[config.mk]
export PLATFORM = sky130hd
export DESIGN_NAME = poly_sound_flat
export DESIGN_NICKNAME = d
export VERILOG_FILES = /design/src/rtl/sound_pkg.sv /design/src/rtl/poly_sound_if.sv /design/src/rtl/voice_ctrl.sv /design/src/rtl/poly_sound.sv /design/src/flat_wrapper.sv
export SDC_FILE = /design/constraint.sdc
export NUM_CORES = 1
export LEC_CHECK = 0
export CAP_MARGIN = 20
export CORE_MARGIN = 4
export CORE_UTILIZATION = 52
export CTS_CLUSTER_SIZE = 16
export DETAILED_ROUTE_END_ITERATION = 10
export PLACE_DENSITY = 0.91
export SYNTH_ARGS = -nofsm -noshare
export SYNTH_HDL_FRONTEND = slang
export SYNTH_SLANG_ARGS = --single-unit
[constraint.sdc]
create_clock -name clock -period 6.3 [get_ports clock]
set_input_delay 0.945 -clock clock [delete_from_list [all_inputs] [get_ports clock]]
set_output_delay 0.945 -clock clock [all_outputs]
set_load 0.1 [all_outputs]
[src/rtl/sound_pkg.sv]
// Shared types and helpers for the polyphonic sample player.
package sound_pkg;

    typedef enum logic [1:0] {
        M_IDLE,
        M_READ,
        M_SUM,
        M_WRITE
    } mix_state_e;

    typedef enum logic {
        IDLE,
        PLAY
    } voice_state_e;

    // Clamp a signed value into the range of an out_w-bit signed number.
    // The caller truncates the result to out_w bits; out_w must be 2..31.
    function automatic logic signed [31:0] sat_resize(input logic signed [31:0] v,
                                                      input int unsigned out_w);
        logic signed [31:0] hi;
        logic signed [31:0] lo;
        hi = (32'sd1 <<< (out_w - 1)) - 32'sd1;
        lo = -(32'sd1 <<< (out_w - 1));
        if (v > hi) begin
            return hi;
        end
        if (v < lo) begin
            return lo;
        end
        return v;
    endfunction

endpackage

[src/rtl/poly_sound_if.sv]
// Codec FIFO write handshake: room indication, write strobe and sample.
interface poly_sound_if #(
    parameter int unsigned OUT_W = 10
);
    logic                    audio_out_allowed;
    logic                    write_audio_out;
    logic signed [OUT_W-1:0] audio_out;

    modport master (
        input  audio_out_allowed,
        output write_audio_out,
        output audio_out
    );

    modport slave (
        output audio_out_allowed,
        input  write_audio_out,
        input  audio_out
    );
endinterface

[src/rtl/voice_ctrl.sv]
// One voice: play edge detect, deferred trigger, latched end address and
// the ROM address counter that the shared mixer advances once per sample.
module voice_ctrl
    import sound_pkg::*;
#(
    parameter int unsigned ADDR_W = 20
) (
    input  logic              clock,
    input  logic              resetn,
    input  logic              i_play,
    input  logic              i_loop_en,
    input  logic [ADDR_W-1:0] i_address_max,
    input  logic              i_mix_idle,
    input  logic              i_mix_sum,
    input  logic              i_mix_write,
    output logic [ADDR_W-1:0] o_rom_addr,
    output logic              o_active,
    output logic              o_up
);

    voice_state_e      r_state;
    logic              r_play_d;
    logic              r_pending;
    logic [ADDR_W-1:0] r_addr;
    logic [ADDR_W-1:0] r_max;
    logic              r_up;

    logic              w_edge;
    logic              w_at_end;

    assign w_edge   = i_play & ~r_play_d;
    assign w_at_end = (r_addr == r_max);

    assign o_rom_addr = r_addr;
    assign o_active   = (r_state == PLAY);
    assign o_up       = r_up;

    // Voice FSM; triggers outside M_IDLE wait for M_WRITE and replace the advance.
    // up is registered during M_SUM so it lines up with the write strobe.
    always_ff @(posedge clock or negedge resetn) begin
        if (!resetn) begin
            r_state   <= IDLE;
            r_play_d  <= 1'b0;
            r_pending <= 1'b0;
            r_addr    <= '0;
            r_max     <= '0;
            r_up      <= 1'b0;
        end else begin
            r_play_d <= i_play;
            r_up     <= i_mix_sum && (r_state == PLAY) && w_at_end;
            if (i_mix_idle) begin
                r_pending <= 1'b0;
                if (w_edge) begin
                    r_addr  <= '0;
                    r_max   <= i_address_max;
                    r_state <= PLAY;
                end
            end else if (i_mix_write) begin
                r_pending <= 1'b0;
                if (w_edge || r_pending) begin
                    r_addr  <= '0;
                    r_max   <= i_address_max;
                    r_state <= PLAY;
                end else if (r_state == PLAY) begin
                    if (!w_at_end) begin
                        r_addr <= r_addr + 1'b1;
                    end else begin
                        r_addr <= '0;
                        if (!i_loop_en) begin
                            r_state <= IDLE;
                        end
                    end
                end
            end else if (w_edge) begin
                r_pending <= 1'b1;
            end
        end
    end

endmodule

[src/rtl/poly_sound.sv]
// Polyphonic sample player: NUM_VOICES voice controllers feeding a shared
// four-phase mixer that writes one saturated sample per codec handshake.
module poly_sound
    import sound_pkg::*;
#(
    parameter int unsigned NUM_VOICES = 4,
    parameter int unsigned SAMPLE_W   = 10,
    parameter int unsigned ADDR_W     = 20,
    parameter int unsigned OUT_W      = 10
) (
    input  logic                           clock,
    input  logic                           resetn,
    input  logic [NUM_VOICES-1:0]          play,
    input  logic [NUM_VOICES-1:0]          loop_en,
    input  logic [NUM_VOICES*ADDR_W-1:0]   address_max,
    output logic [NUM_VOICES*ADDR_W-1:0]   rom_addr,
    input  logic [NUM_VOICES*SAMPLE_W-1:0] rom_q,
    output logic                           clear_buffer,
    output logic [NUM_VOICES-1:0]          voice_active,
    output logic [NUM_VOICES-1:0]          up,
    poly_sound_if.master                   aud
);

    localparam int unsigned SUM_W = SAMPLE_W + $clog2(NUM_VOICES) + 1;

    mix_state_e              r_mstate;
    logic signed [OUT_W-1:0] r_audio_out;
    logic                    r_write;

    logic                    w_mix_idle;
    logic                    w_mix_sum;
    logic                    w_mix_write;
    logic signed [SUM_W-1:0] w_sum;

    assign w_mix_idle  = (r_mstate == M_IDLE);
    assign w_mix_sum   = (r_mstate == M_SUM);
    assign w_mix_write = (r_mstate == M_WRITE);

    assign aud.audio_out       = r_audio_out;
    assign aud.write_audio_out = r_write;
    assign clear_buffer        = ~|voice_active;

    for (genvar g = 0; g < NUM_VOICES; g++) begin : g_voice
        voice_ctrl #(
            .ADDR_W(ADDR_W)
        ) u_voice (
            .clock        (clock),
            .resetn       (resetn),
            .i_play       (play[g]),
            .i_loop_en    (loop_en[g]),
            .i_address_max(address_max[g*ADDR_W +: ADDR_W]),
            .i_mix_idle   (w_mix_idle),
            .i_mix_sum    (w_mix_sum),
            .i_mix_write  (w_mix_write),
            .o_rom_addr   (rom_addr[g*ADDR_W +: ADDR_W]),
            .o_active     (voice_active[g]),
            .o_up         (up[g])
        );
    end

    // Sign-extended sum of the samples of all active voices.
    always_comb begin
        w_sum = '0;
        for (int unsigned v = 0; v < NUM_VOICES; v++) begin
            if (voice_active[v]) begin
                w_sum = w_sum + SUM_W'($signed(rom_q[v*SAMPLE_W +: SAMPLE_W]));
            end
        end
    end

    // Mixer FSM: accept in M_IDLE, wait for ROM, register the clamped sum, strobe.
    always_ff @(posedge clock or negedge resetn) begin
        if (!resetn) begin
            r_mstate    <= M_IDLE;
            r_audio_out <= '0;
            r_write     <= 1'b0;
        end else begin
            case (r_mstate)
                M_IDLE: begin
                    r_write <= 1'b0;
                    if ((|voice_active) && aud.audio_out_allowed) begin
                        r_mstate <= M_READ;
                    end
                end
                M_READ: begin
                    r_mstate <= M_SUM;
                end
                M_SUM: begin
                    r_audio_out <= OUT_W'(sat_resize(32'(w_sum), OUT_W));
                    r_write     <= 1'b1;
                    r_mstate    <= M_WRITE;
                end
                M_WRITE: begin
                    r_write  <= 1'b0;
                    r_mstate <= M_IDLE;
                end
                default: begin
                    r_write  <= 1'b0;
                    r_mstate <= M_IDLE;
                end
            endcase
        end
    end

endmodule
[src/flat_wrapper.sv]
// flat-port wrapper written by rule: the top's interface ports become plain ports
module poly_sound_flat import sound_pkg::*;
#(
    parameter int unsigned NUM_VOICES = 4,
    parameter int unsigned SAMPLE_W   = 10,
    parameter int unsigned ADDR_W     = 20,
    parameter int unsigned OUT_W      = 10
)
  (clock, resetn, play, loop_en, address_max, rom_addr, rom_q, clear_buffer, voice_active, up, aud_audio_out_allowed, aud_write_audio_out, aud_audio_out);
  poly_sound_if #(.OUT_W(OUT_W)) aud_i ();
  input  logic clock;
  input  logic resetn;
  input  logic [NUM_VOICES-1:0] play;
  input  logic [NUM_VOICES-1:0] loop_en;
  input  logic [NUM_VOICES*ADDR_W-1:0] address_max;
  output logic [NUM_VOICES*ADDR_W-1:0] rom_addr;
  input  logic [NUM_VOICES*SAMPLE_W-1:0] rom_q;
  output logic clear_buffer;
  output logic [NUM_VOICES-1:0] voice_active;
  output logic [NUM_VOICES-1:0] up;
  input wire logic [$bits(aud_i.audio_out_allowed)-1:0] aud_audio_out_allowed;
  output wire logic [$bits(aud_i.write_audio_out)-1:0] aud_write_audio_out;
  output wire logic [$bits(aud_i.audio_out)-1:0] aud_audio_out;
  assign aud_i.audio_out_allowed = aud_audio_out_allowed;
  assign aud_write_audio_out = aud_i.write_audio_out;
  assign aud_audio_out = aud_i.audio_out;
  poly_sound #(.NUM_VOICES(NUM_VOICES), .SAMPLE_W(SAMPLE_W), .ADDR_W(ADDR_W), .OUT_W(OUT_W)) u_core (.clock(clock), .resetn(resetn), .play(play), .loop_en(loop_en), .address_max(address_max), .rom_addr(rom_addr), .rom_q(rom_q), .clear_buffer(clear_buffer), .voice_active(voice_active), .up(up), .aud(aud_i));
endmodule
==> results.toml, run 1 <==
[timing]
finalHoldViolCount = 0
finalWorstSetupSlack_ps = 148.6
worst_pin_slew_ps = 1065
drv_slew = 0
setup_viol = 0
hold_ws_ps = 410.5
fin_tns_setup_ps = 0
fin_skew_ps = 10.43
fmax_ghz = 0.1626
timing.final.crit_share_pct = 97.64
relSlewSlack_pct = 28.79
min_period_ps = 6151

[worst_setup_path]
endpoint_kind = "register"
critPathLaunchType = "primary input"
r2r_end = "u_core.aud.audio_out[7]"
ff2ff_setup_slack_ps = 420
worstSetupPathType = "in -> reg"
path_max_fanout = 7
required_ps = 6590
arrival_ps = 6440
r2r-start = "u_core.g_voice[0].u_voice.o_active"
r2r_cells = 27

[synth]
synth.distinct_cells = 65
syn_nets = 1339
synth_edf_count = 0
syn_avg_cell_area_um2 = 9.699
synthCells = 1161
synthArstFlopShare_pct = 100.0
synthFlopType = "dfrtp_1"
ys_ff_latch = 189
synthesis.area_um2 = 11260
yosysSeqAreaShare_pct = 42.00
yosys_warnings = 0

[detailed_routing]
wl_per_cell_um = 18.76
vias_per_cell = 5.789
drtPass1Iterations = 5
drc_errors = 0
initialDrtViolationCount = 558
postRouteAntennaNets = 0
vias = 9807
drt-total-wl_um = 31780

[clocking]
h-tree-depth = 4
hold_buffers = 0
cts_buffers = 17
cts.clk_slew.worst_paths_ps = 70
cts_tree = "done"
ctsRootBufferMaster = "clkbuf_16"
clockBufferDepth = 2
clock-sinks = 189
insertion_delay_ps = 430

[cells_and_area]
stdcell_count = 1694
antenna_cells = 0
final_common_cell = "clkdlybuf4s50_1"
multi_input_area_um2 = 6524
nets = 1586
syn2layout_area_growth_pct = 32.52
regArea_um2 = 4730
n_fill_cell = 1454
final_cell_mix = "228 x clkdlybuf4s50_1, 189 x dfrtp_1, 112 x nor2_1, 91 x mux2_2, 88 x nand2_1"
drive_above_1_share_pct = 15.72

[global_routing]
grtUsageTotal_pct = 25.29
met2_usage_pct = 43.14
grt_use_met1_pct = 32.66
grt_pass1_vias = 9846
grt-ovfl-total = 0
grt_antenna_before_repair = 3
grt_max_degree = 81
grt_pass1_wl_um = 49760
busiest_layer = "met2"
grt_use_met3_pct = 5.841

[floorplanning]
chipHeight_um = 155.2
num_io_pins = 231
die_x_um = 155.2
die-area_um2 = 24070
design.core.area_um2 = 21150
rows = 53
start_util_pct = 53.23

[outcome]
outcome = "finished, final reports clean"

[power]
worst_ir_drop_vdd_mv = 0.2608
finalPower_mw = 6.521
p_leak_nw = 6.340
power_per_cell_area_nw_per_um2 = 437.0

[run]
cap_violations = 0

[placement]
dp_cells = 1654
dp_slack_ps = -475.6
hpwl_um = 22920
gp_congestion = 0.9042
port_buffers = 230

[worst_hold_path]
hold_class = "in -> async"
[how the worst max path moves through the flow]
stage	from	end	slack [ps]	cells past startpoint
6_report	rom_q[10]	u_core.aud.audio_out[7]	150	27
5_1_grt	rom_q[1]	u_core.aud.audio_out[5]	-100	26
4_1_cts	rom_q[0]	u_core.aud.audio_out[2]	30	27
3_5_place_dp	rom_q[0]	u_core.aud.audio_out[2]	-480	28
3_3_place_gp	rom_q[0]	u_core.aud.audio_out[7]	-310	29
2_1_floorplan	rom_q[0]	u_core.aud.audio_out[7]	270	24
[power breakdown]
group | internal, mW | switching, mW | total, mW
Combinational | 1.58 | 2.04 | 3.62
Sequential | 1.58 | 0.289 | 1.87
Clock | 0.557 | 0.473 | 1.03
[through the flow]
stage | cell area (um^2) | utilization [%]
3_5_place_dp | 13950 | 65.96
2_1_floorplan | 11260 | -
5_1_grt | 14920 | 70.54
4_1_cts | 14510 | 68.60
3_3_place_gp | 13950 | 65.96
6_report | 14920 | 70.54
[cell families after synthesis]
kind of cell               Yosys count  synth area share (%)
DFF                                189                 42.00
xor gates and xnor gates           142                 11.19
AOI/OAI and AO/OA                  212                 11.16
muxes                               99                 9.833
buffers and inverters               75                 2.856
adders and majority gates           47                 5.422
and+or+nand+nor                    397                 17.54
[synth_stat cells, types with 3 or more instances]
cell      instances  area [um^2]
o21a_1            6        45.04
dfrtp_1         189         4730
nor3_1           18        90.09
xnor2_1          53        464.2
o211ai_1          4        30.03
a211oi_1          7        52.55
nand4_1          23        143.9
and3_1           19        118.9
o21ai_1           6        30.03
xor2_1           88        770.7
inv_1            28        105.1
mux2i_1           6        60.06
nor3_4            3        48.80
a21oi_1          62        310.3
nand2_1          89        334.1
or2_2             6        37.54
and4_1            3        26.28
o22ai_1           3        18.77
nand2b_1         17        106.4
nor2_1          114        427.9
fa_1              3        60.06
or3_1             9        56.30
clkbuf_1         35        131.4
buf_4             8        60.06
nand3_1          37        185.2
o31ai_1           8        60.06
ha_1             44        550.5
nor4_1           15        93.84
or4_1             5        37.54
a21o_1            9        67.56
nor2b_1          19        118.9
mux2_2           93         1047
and2_1            9        56.30
o21ai_0          84        420.4
[timing repair]
action,4_1_cts,5_1_grt
pin swaps,1,32
endpoints found under the setup margin,9,10
setup buffers,0,8
resized for setup,1,64
cloned,0,1
[final cells by class]
class / instances / area share, %
clock buffers: 19 / 2.968
clock inverters: 11 / 0.7462
inverters: 29 / 0.7294
multi-input cells: 898 / 43.72
flip-flops and latches: 189 / 31.69
well taps: 275 / 2.306
repair buffers: 273 / 17.84
[state kept, by name, summed over array words and instances, names as in the netlist]
| register | cells |
|---|---|
| u_core.g_voice.u_voice.o_active | 4 |
| u_core.g_voice.u_voice.r_max | 80 |
| u_core.g_voice.u_voice.o_rom_addr | 80 |
| u_core.g_voice.u_voice.o_up | 4 |
| u_core.aud.audio_out | 10 |
| u_core.g_voice.u_voice.r_pending | 4 |
| u_core.r_mstate | 2 |
| u_core.g_voice.u_voice.r_play_d | 4 |
| u_core.aud.write_audio_out | 1 |
[metal layers]
metal | vias to the layer above | wire [um] | part of all wire [%]
met4 | 6 | 726 | 2.3
met3 | 57 | 2332 | 7.3
li1 | 4573 | - | -
met5 | - | 43 | 0.14
met1 | 4777 | 12830 | 40
met2 | 394 | 15850 | 50
[critical path, stage by stage]
cell and delay, ps:
clkdlybuf4s50_1 450, ha_4 190, fa_2 380, o2111a_1 280, nor3_2 170, buf_4 140, o2111ai_1 160, xor2_1 200
mux2_2 310, ha_4 310, nand3_2 110, buf_4 160, nor3_2 190, nor3_1 90, nand3b_1 200, nand2_1 140
ha_1 270, a21oi_2 180, nor2_1 90, a211oi_2 150, o21ai_1 110, xor2_1 150, nand2_1 80, xor3_2 570
nor3_2 180, buf_4 170, a211oi_1 50
Power figures use the tool's default switching activity.
==> inputs of run 2 (changes only) <==
--- a/config.mk
+++ b/config.mk
@@ -7,10 +7,11 @@
 export LEC_CHECK = 0
 export CAP_MARGIN = 20
 export CORE_MARGIN = 4
-export CORE_UTILIZATION = 52
+export CORE_UTILIZATION = 56
 export CTS_CLUSTER_SIZE = 16
 export DETAILED_ROUTE_END_ITERATION = 10
-export PLACE_DENSITY = 0.91
+export DONT_BUFFER_PORTS = 1
+export PLACE_DENSITY = 0.81
 export SYNTH_ARGS = -nofsm -noshare
 export SYNTH_HDL_FRONTEND = slang
 export SYNTH_SLANG_ARGS = --single-unit
==> run 2 against run 1 <==
Highest routed layer is now met4. Combinational power is 27% lower. Die area is 6.8% lower. Setup slack better by 240 ps. Utilization is 8.0 points lower. Non-clock buffer count is 240 lower. Power is 9.5% lower. Critical endpoint is now u_core.aud.audio_out[3]. Global-route usage is 0.67 points lower.
==> results.toml, run 2 (same netlist as run 1, synthesis figures left out) <==
[outcome]
outcome = "finished, final reports clean"

[global_routing]
grt_pass1_wl_um = 44520
grt_pass1_vias = 8652
grtUsageTotal_pct = 24.62
grt_max_degree = 190
grt_antenna_before_repair = 1
grt-ovfl-total = 0

[power]
pwr-share-seq_pct = 37.1
worst_ir_drop_vdd_mv = 0.2535
power.net_switching_mw = 2.547
p_leak_nw = 5.395
p_int_mw = 3.355
power_per_cell_area_nw_per_um2 = 481.9
clkPwrFrac_pct = 17.9
power.share.combinational_pct = 45.0
swShare_pct = 43.16

[floorplanning]
die-area_um2 = 22440
die_x_um = 149.8
chipHeight_um = 149.8
design.core.area_um2 = 19590
start_util_pct = 57.48
rows = 51
num_io_pins = 231

[detailed_routing]
drc_errors = 0
drt-total-wl_um = 27360
vias_per_cell = 5.891
initialDrtViolationCount = 505
postRouteAntennaNets = 0
vias = 8518
wl_per_cell_um = 18.92
drtPass1Iterations = 6

[clocking]
cts_tree = "done"
insertion_delay_ps = 430
cts_resized = 0
clockBufferDepth = 2
ctsRootBufferMaster = "clkbuf_16"
clock-sinks = 189
h-tree-depth = 4
cts_buffers = 17
cts.clk_slew.worst_paths_ps = 70

[worst_setup_path]
r2r_cells = 27
worstSetupPathType = "in -> reg"
endpoint_kind = "register"
ff2ff_setup_slack_ps = 510
critPathLaunchType = "primary input"
startpoint = "rom_q[0]"
r2r_end = "u_core.aud.audio_out[3]"
endpoint = "u_core.aud.audio_out[3]"
r2r-start = "u_core.g_voice[0].u_voice.o_active"
path_max_fanout = 9
required_ps = 6600
arrival_ps = 6220

[cells_and_area]
syn2layout_area_growth_pct = 8.755
nets = 1345
final_common_cell = "dfrtp_1"
stdcell_count = 1446
drive_above_1_share_pct = 15.17
final_cell_mix = "186 x dfrtp_1, 112 x nor2_1, 93 x mux2_2, 89 x nand2_1, 88 x xor2_1"

[timing]
fin_skew_ps = 20.86
hold_ws_ps = 199.7
finalHoldViolCount = 0
worst_pin_slew_ps = 1106
min_period_ps = 5915
drv_slew = 0
timing.final.crit_share_pct = 93.89
fin_tns_setup_ps = 0
setup_viol = 0
fmax_ghz = 0.1691
rsz0062_at_grt = "no"
relSlewSlack_pct = 26.25

[worst_hold_path]
hold_class = "in -> async"

[run]
cap_violations = 0

[placement]
dp_cells = 1411
port_buffers = 0
hpwl_um = 20470
gp_congestion = 0.8988
==> run 2: cell types whose count changed in the layout (fill, tap and decap cells not counted), moves of 5 or more <==
cell and change:
clkdlybuf4s50_1 -228, a211oi_1 +6, ha_4 -10, buf_4 -8
a21oi_1 +5, a211oi_2 -6, o21ai_0 +6, ha_1 +11
==> run 2: power groups by stage <==
stage | clock network, mW | registers (mW) | logic, mW
after floorplan | 0 | 2.22 | 2.08
after global placement | 0 | 2.20 | 2.53
after detailed placement | 0 | 2.22 | 2.61
after CTS | 1.08 | 2.19 | 2.62
after global routing | 1.13 | 2.24 | 2.95
final | 1.06 | 2.19 | 2.66
==> run 2: layout make-up <==
class                      instances  area (um^2)
inverter                          29        108.9
multi-input combinational        897         6220
antenna                            1        2.502
clock buffer                      19        442.9
tap                              265        331.6
fill                            1596         7343
timing repair buffer              33        277.8
sequential                       189         4733
clock inverter                    13        130.1
==> run 2: layer usage <==
metal / track usage, % / share of wire [%]
met1: 31.94 / 42
met2: 40.08 / 48
met3: 7.723 / 8.2
met4: 6.862 / 1.5
met5: 0 / 0
==> run 2: per-stage QoR <==
step | worst slack (ps) | total power, mW | cell area [um^2] | utilization [%]
floorplan | 270.6 | 4.296 | 11260 | -
global placement | 58.64 | 4.728 | 11640 | 59.44
detailed placement | -34.55 | 4.823 | 11640 | 59.44
CTS | 412.4 | 5.887 | 12220 | 62.36
global route | 53.36 | 6.310 | 12250 | 62.52
finish | 385.0 | 5.902 | 12250 | 62.52
==> run 2: worst min-delay path by stage <==
stage	to	slack (ps)	cells past startpoint
after floorplan	u_core.g_voice[0].u_voice.r_pending	500	1
after global placement	u_core.g_voice[1].u_voice.r_max[12]	510	1
after detailed placement	u_core.g_voice[3].u_voice.r_max[5]	520	1
after CTS	u_core.g_voice[0].u_voice.r_max[12]	180	0
after global routing	u_core.g_voice[0].u_voice.r_max[15]	170	0
final	u_core.g_voice[0].u_voice.r_max[15]	200	0
==> run 2: repair_timing <==
item / in CTS / in global routing
hold endpoints to repair: 0 / 0
hold buffers: 0 / 0
endpoints found under the setup margin: 0 / 9
setup buffers: 0 / 2
==> run 2: worst max-delay path: stages <==
cell	delay, ps
and2_1	150
ha_1	210
fa_1	420
o2111a_1	270
nor3_1	290
xnor2_1	160
nand2_1	60
o21ai_0	110
ha_1	320
o21a_1	120
o31a_1	110
or2_2	290
a21oi_1	180
xnor2_1	80
mux2_2	280
ha_1	190
or4_1	540
o211ai_1	280
buf_4	170
nand3_1	70
nand3b_1	90
o211ai_1	140
nand2b_1	210
o32ai_4	310
buf_12	160
a211oi_1	60
==> inputs of run 3 (changes only) <==
--- a/config.mk
+++ b/config.mk
@@ -6,12 +6,12 @@
 export NUM_CORES = 1
 export LEC_CHECK = 0
 export CAP_MARGIN = 20
-export CORE_MARGIN = 4
+export CORE_MARGIN = 3
 export CORE_UTILIZATION = 56
 export CTS_CLUSTER_SIZE = 16
 export DETAILED_ROUTE_END_ITERATION = 10
 export DONT_BUFFER_PORTS = 1
-export PLACE_DENSITY = 0.81
+export PLACE_DENSITY = 0.84
 export SYNTH_ARGS = -nofsm -noshare
 export SYNTH_HDL_FRONTEND = slang
 export SYNTH_SLANG_ARGS = --single-unit
==> constraint.sdc (replaced) <==
create_clock -name clock -period 5.3 [get_ports clock]
set_input_delay 0.795 -clock clock [delete_from_list [all_inputs] [get_ports clock]]
set_output_delay 0.795 -clock clock [all_outputs]
set_load 0.1 [all_outputs]
==> run 3 against run 2 <==
The flow now finishes with violations (setup timing). Clock power up 25%. Sequential power up 18%. Setup slack worse by 670 ps. Power grew 32%. Die area fell by 2.7%. First-iteration DRC count is 11% higher. Worst hold slack got worse by 140 ps. Global-route usage up 1.9 points. Register-to-register slack worse by 790 ps. Routed wire length is 8.2% higher. Clock skew fell by 7.0 ps.
==> results.toml, run 3 (same netlist as run 1, synthesis figures left out) <==
[power]
power_per_cell_area_nw_per_um2 = 591.3
worst_ir_drop_vdd_mv = 0.3267
finalPower_mw = 7.809
p_leak_nw = 5.838

[floorplanning]
rows = 51
die-area_um2 = 21850
start_util_pct = 57.48
die_x_um = 147.8
design.core.area_um2 = 19590
num_io_pins = 231
chipHeight_um = 147.8

[clocking]
clock-sinks = 189
h-tree-depth = 4
cts_buffers = 17
ctsRootBufferMaster = "clkbuf_16"
cts_tree = "done"
clockBufferDepth = 2
insertion_delay_ps = 430
cts.clk_slew.worst_paths_ps = 70
hold_buffers = 0

[detailed_routing]
wl_met2_um = 14590
drc_errors = 0
wirelength_met1_um = 11890
vias_per_cell = 5.991
wl_per_cell_um = 19.52
routed-wl-met3_um = 2258
top_layer = "met5"
drt-total-wl_um = 29590
postRouteAntennaNets = 0
initialDrtViolationCount = 563
vias = 9083
drtPass1Iterations = 7

[worst_setup_path]
worstSetupPathType = "reg -> reg"
ff2ff_setup_slack_ps = -280
r2r_cells = 27
startpoint = "u_core.g_voice[0].u_voice.o_active"
r2r_end = "u_core.aud.audio_out[2]"
endpoint_kind = "register"
required_ps = 5590
critPathLaunchType = "register"
arrival_ps = 5870
endpoint = "u_core.aud.audio_out[2]"
path_max_fanout = 7
r2r-start = "u_core.g_voice[0].u_voice.o_active"

[cells_and_area]
post-route-util_pct = 67.41
drive_above_1_share_pct = 24.16
syn2layout_area_growth_pct = 17.27
final_common_cell = "dfrtp_1"
nets = 1415
final_cell_mix = "185 x dfrtp_1, 110 x nor2_1, 100 x buf_4, 89 x mux2_2"
fin_area_um2 = 13210

[timing]
timing.final.crit_share_pct = 105.3
fin_skew_ps = 13.88
min_period_ps = 5583
rsz0062_at_grt = "yes"
relSlewSlack_pct = 27.15
drv_slew = 0
setup_viol = 10
finalHoldViolCount = 0
fmax_ghz = 0.1791
hold_ws_ps = 60.85
finalWorstSetupSlack_ps = -282.8
worst_pin_slew_ps = 1093

[placement]
dpl_cell_area_um2 = 12250
gp_congestion = 0.9276
port_buffers = 0
dp_slack_ps = -526.3
hpwl_um = 21500

[worst_hold_path]
hold_class = "in -> async"

[global_routing]
grt_antenna_before_repair = 2
grt-ovfl-total = 0
grt_pass1_wl_um = 46910
grt_max_degree = 190
grt_pass1_vias = 9220
grtUsageTotal_pct = 26.52

[run]
cap_violations = 0

[outcome]
violations = "setup timing"
outcome = "complete, but fails checks"
run 3: repair_timing:
action | in CTS | in global routing
setup buffers | 7 | 4
cloned | 1 | 0
pin swaps | 6 | 29
setup endpoints to repair | 9 | 10
endpoints found under the hold margin | 0 | 0
resized for setup | 16 | 36
run 3: cell type report:
type / count / area [um^2]
fill: 1484 / 6385
antenna: 1 / 2.502
clock buffer: 19 / 442.9
timing repair buffer: 102 / 790.8
sequential: 189 / 4735
inverter: 29 / 108.9
tap: 265 / 331.6
multi-input combinational: 898 / 6620
clock inverter: 13 / 173.9
run 3: how the worst min path moves through the flow:
stage / start / endpoint / slack [ps] / cells after the start
3_3_place_gp: resetn / u_core.aud.audio_out[2] / 500 / 0
3_5_place_dp: resetn / u_core.aud.audio_out[5] / 500 / 0
2_1_floorplan: resetn / u_core.aud.audio_out[0] / 500 / 0
6_report: resetn / u_core.aud.audio_out[5] / 60 / 0
4_1_cts: resetn / u_core.aud.audio_out[5] / 40 / 0
5_1_grt: resetn / u_core.aud.audio_out[5] / 40 / 0
run 3: critical path, cell delays in order, from the launching register on:
cell and delay, ps:
dfrtp_2 440, and2_4 160, ha_4 170, fa_2 410
o2111a_2 290, nor3_4 150, xnor2_1 140, nand2_1 80
o21ai_2 120, ha_4 250, o21a_1 100, o31a_1 140
or3_4 360, a21oi_4 190, xor2_2 180, nor2_1 70
a21oi_2 150, inv_1 70, ha_1 310, nand2_2 90
nor2_1 60, a211oi_2 190, o21ai_2 90, xor2_1 160
nand2_1 70, xor3_2 570, o32ai_4 290, a211oi_2 130
run 3: power by group:
group          total, mW  internal, mW  switching [mW]
Combinational       3.88          1.83            2.05
Sequential          2.59          1.87           0.724
Clock               1.33         0.733           0.599
run 3: per-layer routing:
metal | GRT usage (%) | vias up
met5 | 0 | -
met2 | 44.60 | 362
met4 | 9.599 | 2
met1 | 32.82 | 4428
li1 | - | 4220
met3 | 7.511 | 71
run 3: metrics by stage:
step,std cells,TNS (ps)
2_1_floorplan,1161,-428.5
3_3_place_gp,1471,-3075
3_5_place_dp,1471,-4853
4_1_cts,1511,-179.5
5_1_grt,1516,-4419
6_report,1516,-2169
